[src/rtl/mux_scan_ctrl.sv]
`default_nettype none
// ============================================================================
// Module      : mux_scan_ctrl
// Description : Steps a 4:1 mux select through every channel, samples y after
//               a programmable dwell and publishes the samples as a frame word.
// Revision    : 1.0 - initial release
// ============================================================================
module mux_scan_ctrl #(
    parameter int SEL_W = 2,
    parameter int DWELL = 4
) (
    input  logic                    clk,
    input  logic                    rst_n,
    input  logic                    start,
    input  logic                    cont,
    input  logic                    y,
    output logic [SEL_W-1:0]        sel,
    output logic                    busy,
    output logic                    done,
    output logic [(1<<SEL_W)-1:0]   frame
);

    localparam int                 C_N        = 1 << SEL_W;
    localparam int                 C_CNT_W    = (DWELL < 2) ? 1 : $clog2(DWELL + 1);
    localparam logic [C_CNT_W-1:0] C_LAST_CNT = C_CNT_W'(DWELL - 1);
    localparam logic [SEL_W-1:0]   C_LAST_SEL = SEL_W'(C_N - 1);

    typedef enum logic [0:0] {
        S_IDLE = 1'b0,
        S_SCAN = 1'b1
    } state_t;

    state_t             r_state,  w_state_nxt;
    logic [C_CNT_W-1:0] r_cnt,    w_cnt_nxt;
    logic [SEL_W-1:0]   r_sel,    w_sel_nxt;
    logic [C_N-1:0]     r_shadow, w_shadow_nxt;
    logic [C_N-1:0]     r_frame,  w_frame_nxt;
    logic               r_busy,   w_busy_nxt;
    logic               r_done,   w_done_nxt;
    logic [C_N-1:0]     w_capture;

    always_ff @(posedge clk or negedge rst_n) begin
        if (!rst_n) begin
            r_state  <= S_IDLE;
            r_cnt    <= '0;
            r_sel    <= '0;
            r_shadow <= '0;
            r_frame  <= '0;
            r_busy   <= 1'b0;
            r_done   <= 1'b0;
        end else begin
            r_state  <= w_state_nxt;
            r_cnt    <= w_cnt_nxt;
            r_sel    <= w_sel_nxt;
            r_shadow <= w_shadow_nxt;
            r_frame  <= w_frame_nxt;
            r_busy   <= w_busy_nxt;
            r_done   <= w_done_nxt;
        end
    end

    always_comb begin
        w_state_nxt  = r_state;
        w_cnt_nxt    = r_cnt;
        w_sel_nxt    = r_sel;
        w_shadow_nxt = r_shadow;
        w_frame_nxt  = r_frame;
        w_busy_nxt   = r_busy;
        w_done_nxt   = 1'b0;
        // Shadow with the current channel's sample merged in; on the last
        // channel this is exactly the completed frame.
        w_capture        = r_shadow;
        w_capture[r_sel] = y;

        case (r_state)
            S_IDLE: begin
                if (start) begin
                    w_state_nxt  = S_SCAN;
                    w_busy_nxt   = 1'b1;
                    w_sel_nxt    = '0;
                    w_cnt_nxt    = '0;
                    w_shadow_nxt = '0;
                end
            end
            S_SCAN: begin
                if (r_cnt < C_LAST_CNT) begin
                    w_cnt_nxt = r_cnt + C_CNT_W'(1);
                end else begin
                    w_cnt_nxt    = '0;
                    w_shadow_nxt = w_capture;
                    if (r_sel != C_LAST_SEL) begin
                        w_sel_nxt = r_sel + SEL_W'(1);
                    end else begin
                        w_frame_nxt  = w_capture;
                        w_done_nxt   = 1'b1;
                        w_sel_nxt    = '0;
                        w_shadow_nxt = '0;
                        if (!cont) begin
                            w_state_nxt = S_IDLE;
                            w_busy_nxt  = 1'b0;
                        end
                    end
                end
            end
            default: begin
                w_state_nxt = S_IDLE;
                w_busy_nxt  = 1'b0;
                w_sel_nxt   = '0;
            end
        endcase
    end

    assign sel   = r_sel;
    assign busy  = r_busy;
    assign done  = r_done;
    assign frame = r_frame;

endmodule
`default_nettype wire

[config.mk]
export PLATFORM = sky130hd
export DESIGN_NAME = mux_scan_ctrl
export DESIGN_NICKNAME = d
export VERILOG_FILES = /design/src/rtl/mux_scan_ctrl.sv
export SDC_FILE = /design/constraint.sdc
export NUM_CORES = 1
export LEC_CHECK = 0
export ABC_AREA = 1
export CAP_MARGIN = 20
export CORE_MARGIN = 2
export CORE_UTILIZATION = 35
export DETAILED_ROUTE_END_ITERATION = 10
export PLACE_DENSITY_LB_ADDON = 0.08
export SLEW_MARGIN = 30
export SYNTH_ARGS = -nofsm -noshare
export SYNTH_HDL_FRONTEND = slang
export SYNTH_SLANG_ARGS = --single-unit
export TNS_END_PERCENT = 5
[constraint.sdc]
create_clock -name clk -period 1.17 [get_ports clk]
set_input_delay 0.2925 -clock clk [delete_from_list [all_inputs] [get_ports clk]]
set_output_delay 0.2925 -clock clk [all_outputs]
set_load 0.01 [all_outputs]
==> results.yml, run 1 <==
finish:
  fin_cells: 154
  area_growth_pct: 38.9
  multi_input_area_sq_um: 425
  utilization_pct: 51.5
  antenna_cells: 0
  fillers: 217
  seq_area_sq_um: 402
  fin_area_sq_um: 1140
  drive_gt1_share_pct: 35.7
  nets: 139
place:
  dp_slack_ns: -0.219
  gp_congestion: 0.768
  dp_hpwl_mm: 1.20
  port_buffers: 12
  place_inst: 147
  place_area_sq_um: 1020
sta:
  tightest_slew_ns: 0.215
  hold_viol_final: 0
  rsz0062_at_grt: "yes"
  slew_violations: 0
  setup_ws_ns: -0.0464
  finalSetupViolCount: 5
  tns_ns: -0.0937
  fin_hold_ws_ns: 0.316
  finalCriticalPeriod_ns: 1.22
  finalCritPeriodShare_pct: 104
  clock_skew_ns: 0.00349
  relSlewSlack_pct: 85.7
  fmax_mhz: 822
drt:
  vias: 681
  wl_per_cell_um: 10.8
  drtIter0Drc: 5
  dr.pass1.iters: 2
  ant_nets: 0
  drt_wl_total_mm: 1.66
  viasPerCell: 4.42
  drc: 0
worst_setup_path:
  worstPathArrival_ns: 1.44
  slowest_delay_ns: 0.40
  worstPathBufferInverterCount: 3
  rrSetupSlack_ns: -0.05
  critPathSlowestCell: "dfrtp_1"
  crit_path_cell_trace: "buf_6, buf_6, ha_4, inv_2, nand2_2, nor2_1, nand2_1, nand2_1"
  crit_type: "reg2reg"
  critical-path-top-delay-family: "flip-flops"
  end_kind: "flip-flop"
  cp-start-kind: "flip-flop"
  crit_required_ns: 1.40
  cp_max_fo: 4
clock_network:
  clk_latency_ns: 0.28
  path_clk_slew_ns: 0.10
  cts_sinks: 16
  cts_buffer_depth: 2
  ctsRootBufferMaster: "clkbuf_4"
  htreeDepth: 1
  cts_tree: "yes"
  cts_buffers: 3
synthesis:
  syn_avg_cell_area_sq_um: 8.13
  synthMuxAreaShare_pct: 0
  yosysSeqAreaShare_pct: 48.8
  synth_top_family_by_area: "simple AND/OR/NAND/NOR gates"
  ys_seq_elements: 16
  synth_adder_area_share_pct: 9.15
  yosysWarnings: 0
  synthCells: 101
  synth_cell_type_count: 17
  synth-simple-area-share_pct: 27.4
  syn_nets: 112
  syn_area_sq_um: 821
  synthXorXnorAreaFrac_pct: 0
  synth-compound-area-share_pct: 5.03
floorplanning:
  boundaryPins: 13
  die_w_um: 52.4
  rows: 17
  start_util_pct: 37.1
  die_area_sq_um: 2750
  die_h_um: 52.4
  core_sq_um: 2210
grt:
  grt_pass1_vias: 712
  grt_usage_pct: 14.9
  grt_antenna_before_repair: 0
  grt_max_degree: 17
  grt_pass1_wl_mm: 3.02
  gr-total-overflow: 0
power:
  p_leak_nw: 0.600
  peakVddDrop_uv: 1230
  power_density_nw_per_um2: 2660
  finalPower_mw: 3.03
flow_run:
  cap_violations: 0
worst_hold_path:
  hold_class: "in2async"
outcome:
  violations: "setup timing"
  status: "finished, violations left"
registers in the layout, summed over array words and instances, names as in the netlist:
register and cells:
frame 4, r_cnt 3, r_shadow 4, sel 2, done 1, busy 1
r_state 1
area by class of cell:
| type | instances | share of cell area (%) |
|---|---|---|
| multi-input cells | 66 | 37.3 |
| inverters | 18 | 6.81 |
| flip-flops and latches | 16 | 35.2 |
| repair buffers | 23 | 15.6 |
| clock buffers | 3 | 1.98 |
| well taps | 28 | 3.07 |
where the power goes:
group,internal (mW),total (mW),switching (mW)
Combinational,0.810,1.79,0.985
Clock,0.119,0.296,0.177
Sequential,0.801,0.939,0.138
placed cells by master, fill, tap and decap left out, types with 2 or more instances in the layout:
cell / Yosys / layout
a21oi_1: 2 / 2
buf_2: 0 / 7
buf_4: 0 / 7
buf_6: 1 / 4
clkbuf_4: 0 / 3
clkdlybuf4s50_1: 0 / 4
dfrtp_1: 16 / 15
ha_4: 0 / 5
inv_1: 15 / 10
inv_2: 3 / 5
inv_4: 0 / 2
nand2_1: 37 / 34
nand2_2: 1 / 4
nand3_1: 4 / 4
nor2_1: 6 / 5
o21ai_1: 4 / 4
worst reg2reg max path: stages (launching register included):
cell	delay, ns
dfrtp_1	0.40
buf_6	0.13
buf_6	0.12
ha_4	0.17
inv_2	0.05
nand2_2	0.07
nor2_1	0.11
nand2_1	0.06
nand2_1	0.06
final timing paths:
path	endpoint	startpoint	depth (start not counted)
worst max-delay path	r_shadow[1]	sel[0]	8
worst min-delay path	r_cnt[1]	rst_n	2
worst max register to register	r_shadow[1]	sel[0]	8
worst min register to register	busy	busy	2
max in group asynchronous	r_state	rst_n	2
min in group clk	busy	busy	2
cell usage after synthesis:
master / number / share of area, %
nand3_2: 1 / 1.2
o21ai_1: 4 / 2.4
nand2_1: 37 / 17
nand3_1: 4 / 2.4
nor2_1: 6 / 2.7
o21ai_0: 1 / 0.61
or2_4: 1 / 1.1
dfrtp_1: 16 / 49
inv_1: 15 / 6.9
inv_2: 3 / 1.4
a21oi_1: 2 / 1.2
nand2_2: 1 / 0.76
ha_1: 6 / 9.1
o22ai_1: 1 / 0.76
buf_6: 1 / 1.4
nand2_4: 1 / 1.4
nand3b_1: 1 / 0.91
routing by layer:
layer / global-route usage [%] / up-vias / share of wire, %
met5: 0 / - / 0
met4: 3.85 / 0 / 0.85
met3: 3.43 / 2 / 4.4
met2: 25.0 / 12 / 43
met1: 19.2 / 309 / 51
li1: - / 358 / -
what timing repair did:
item                       4_1_cts  5_1_grt
setup endpoints to repair       17       14
resized for setup               47       15
pin swaps                        6        7
cloned                           0        0
setup buffers                    4        0
hold buffers                     0        0
cell families (layout without fill, tap and decap cells):
logic type,count (synthesis),after routing
AOI/OAI and AO/OA,8,8
adders and majority gates,6,6
DFF,16,16
and+or+nand+nor,52,52
buffers and inverters,19,44
(Power assumes the default switching activity.)
==> run 2: changes to the inputs <==
- ABC_AREA: 1 -> default
- CORE_ASPECT_RATIO: default -> 1.1
==> run 2 against run 1 <==
The flow still finishes with violations (setup timing). Critical path type unchanged. Critical path depth shrank 3. Die area shrank 0.40%. Sequential cell count is the same. Sequential power grew 4.4%. Largest cell class unchanged. Critical endpoint is now r_shadow[2]. Final cell count shrank 14%. Combinational power grew 9%. Clock skew grew 0.012 ns.
==> results.yml, run 2 <==
outcome:
  status: "finished, violations left"
  violations: "setup timing"
drt:
  vias: 660
  wl_met1_um: 802
  drc: 0
  wl_met2_um: 851
  ant_nets: 0
  wl_per_cell_um: 13.4
  dr.pass1.iters: 4
  drtIter0Drc: 20
  viasPerCell: 5.00
  routed.top_layer: "met4"
  wl_met3_um: 83
  drt_wl_total_mm: 1.77
synthesis:
  async_flop_share_pct: 100
  ys_seq_elements: 16
  synth_most_common_cell: "dfrtp_1"
  yosysSeqAreaShare_pct: 49.0
  syn_avg_cell_area_sq_um: 12.0
  synth_edf_count: 0
  synth_cell_type_count: 24
  yosysTopAreaCellShare_pct: 49.0
  syn_nets: 79
  yosysWarnings: 0
  syn_area_sq_um: 817
  ys.flop_type: "dfrtp_1"
  synth_top_area_cell: "dfrtp_1"
  synth_area_leaders: "dfrtp_1 (49%), ha_1 (9.2%), mux2_4 (7.4%)"
  synthCells: 68
  synth_common_cells: "dfrtp_1 (16), ha_1 (6)"
clock_network:
  holdBufCountCts: 0
  cts_buffers: 3
  clk_latency_ns: 0.29
  path_clk_slew_ns: 0.10
  cts_sinks: 16
  ctsRootBufferMaster: "clkbuf_4"
  htreeDepth: 1
  cts_tree: "yes"
  cts_buffer_depth: 2
grt:
  grt_pass1_wl_mm: 2.99
  grt_usage_pct: 15.4
  grt_antenna_before_repair: 0
  grt_pass1_vias: 646
  gr-total-overflow: 0
  grt_max_degree: 17
finish:
  antenna_cells: 0
  fin_area_sq_um: 1210
  fillers: 191
  nets: 114
  final_common_cell: "buf_4"
  final_cell_mix: "buf_4 (18), dfrtp_1 (14), buf_2 (7)"
  drive_gt1_share_pct: 52.0
  area_growth_pct: 48.1
worst_hold_path:
  hold_class: "in2async"
floorplanning:
  core_sq_um: 2230
  rows: 18
  die_w_um: 50.1
  die_area_sq_um: 2740
  die_h_um: 54.7
  start_util_pct: 36.6
  boundaryPins: 13
worst_setup_path:
  r2r_cells: 5
  crit_required_ns: 1.36
  cp_max_fo: 4
  rrSetupSlack_ns: -0.24
  crit_path_start: "sel[0]"
  cp-start-kind: "flip-flop"
  end_kind: "flip-flop"
  timing.rr.end: "r_shadow[2]"
  r2r_start: "sel[0]"
  crit_type: "reg2reg"
  worstPathArrival_ns: 1.60
place:
  place_area_sq_um: 1130
  port_buffers: 12
  gp_congestion: 0.660
  dp_hpwl_mm: 1.22
  dp_slack_ns: -0.370
sta:
  finalSetupViolCount: 12
  rsz0062_at_grt: "yes"
  hold_viol_final: 0
  finalCritPeriodShare_pct: 120
  relSlewSlack_pct: 84.8
  tightest_slew_ns: 0.227
  fmax_mhz: 710
  clock_skew_ns: 0.0153
  finalCriticalPeriod_ns: 1.41
  slew_violations: 0
  setup_ws_ns: -0.239
power:
  peakVddDrop_uv: 1430
  finalPower_mw: 3.24
  power_density_nw_per_um2: 2680
  p_leak_nw: 0.574
flow_run:
  cap_violations: 0
==> run 2: metal layers <==
layer  vias up  GRT usage (%)
met5         -              0
met1       317           19.0
met4         0           9.72
met2        21           25.4
li1        318              -
met3         4           2.46
==> run 2: cell families (layout without fill, tap and decap cells) <==
| logic type | after synthesis | count (layout) | synth area share [%] |
|---|---|---|---|
| adders and majority gates | 6 | 6 | 9.19 |
| DFF | 16 | 16 | 49.0 |
| muxes | 6 | 6 | 10.1 |
| AOI/OAI and AO/OA | 18 | 18 | 16.4 |
| and+or+nand+nor | 16 | 16 | 11.2 |
| buffers and inverters | 6 | 40 | 4.13 |
==> run 2: report_power, final <==
part / internal (mW) / switching, mW / total [mW]
registers: 0.799 / 0.181 / 0.980
clock network: 0.133 / 0.180 / 0.312
logic: 1.12 / 0.824 / 1.95
total: 2.05 / 1.18 / 3.24
==> run 2: how the worst max path moves through the flow <==
stage                   to  slack (ns)  depth (start not counted)
3_3_place_gp   r_shadow[0]       -0.34                          4
3_5_place_dp   r_shadow[0]       -0.37                          4
4_1_cts           frame[2]       -0.23                          5
6_report       r_shadow[2]       -0.24                          5
5_1_grt        r_shadow[2]       -0.28                          5
2_1_floorplan     frame[1]       -0.17                          4
==> run 2: worst max-delay path, stage by stage (launching register included) <==
cell	delay [ns]
dfrtp_2	0.38
buf_6	0.13
ha_2	0.19
nor2b_1	0.06
and3_1	0.19
a221o_1	0.34
==> run 2: cell type report <==
| cell class | count | area [sq um] | area share (%) |
|---|---|---|---|
| flip-flops and latches | 16 | 403 | 33.3 |
| repair buffers | 32 | 253 | 20.9 |
| well taps | 30 | 37.5 | 3.10 |
| inverters | 4 | 22.5 | 1.86 |
| clock buffers | 4 | 26.3 | 2.17 |
| multi-input cells | 46 | 468 | 38.7 |
==> run 2: per-stage QoR <==
stage | hold slack, ns | utilization (%) | cells | setup TNS [ns]
final | 0.313 | 54.3 | 132 | -1.93
after CTS | 0.305 | 52.5 | 131 | -1.87
after floorplan | -0.00309 | - | 68 | -1.04
after global routing | 0.305 | 54.3 | 132 | -2.49
after global placement | 0.468 | 50.5 | 124 | -3.10
after detailed placement | 0.480 | 50.5 | 124 | -3.24
==> run 2: repair_timing <==
action / in CTS / in global routing
pin swaps: 1 / 2
resized for setup: 39 / 7
setup endpoints to repair: 19 / 15
setup buffers: 3 / 1
hold endpoints to repair: 0 / 0
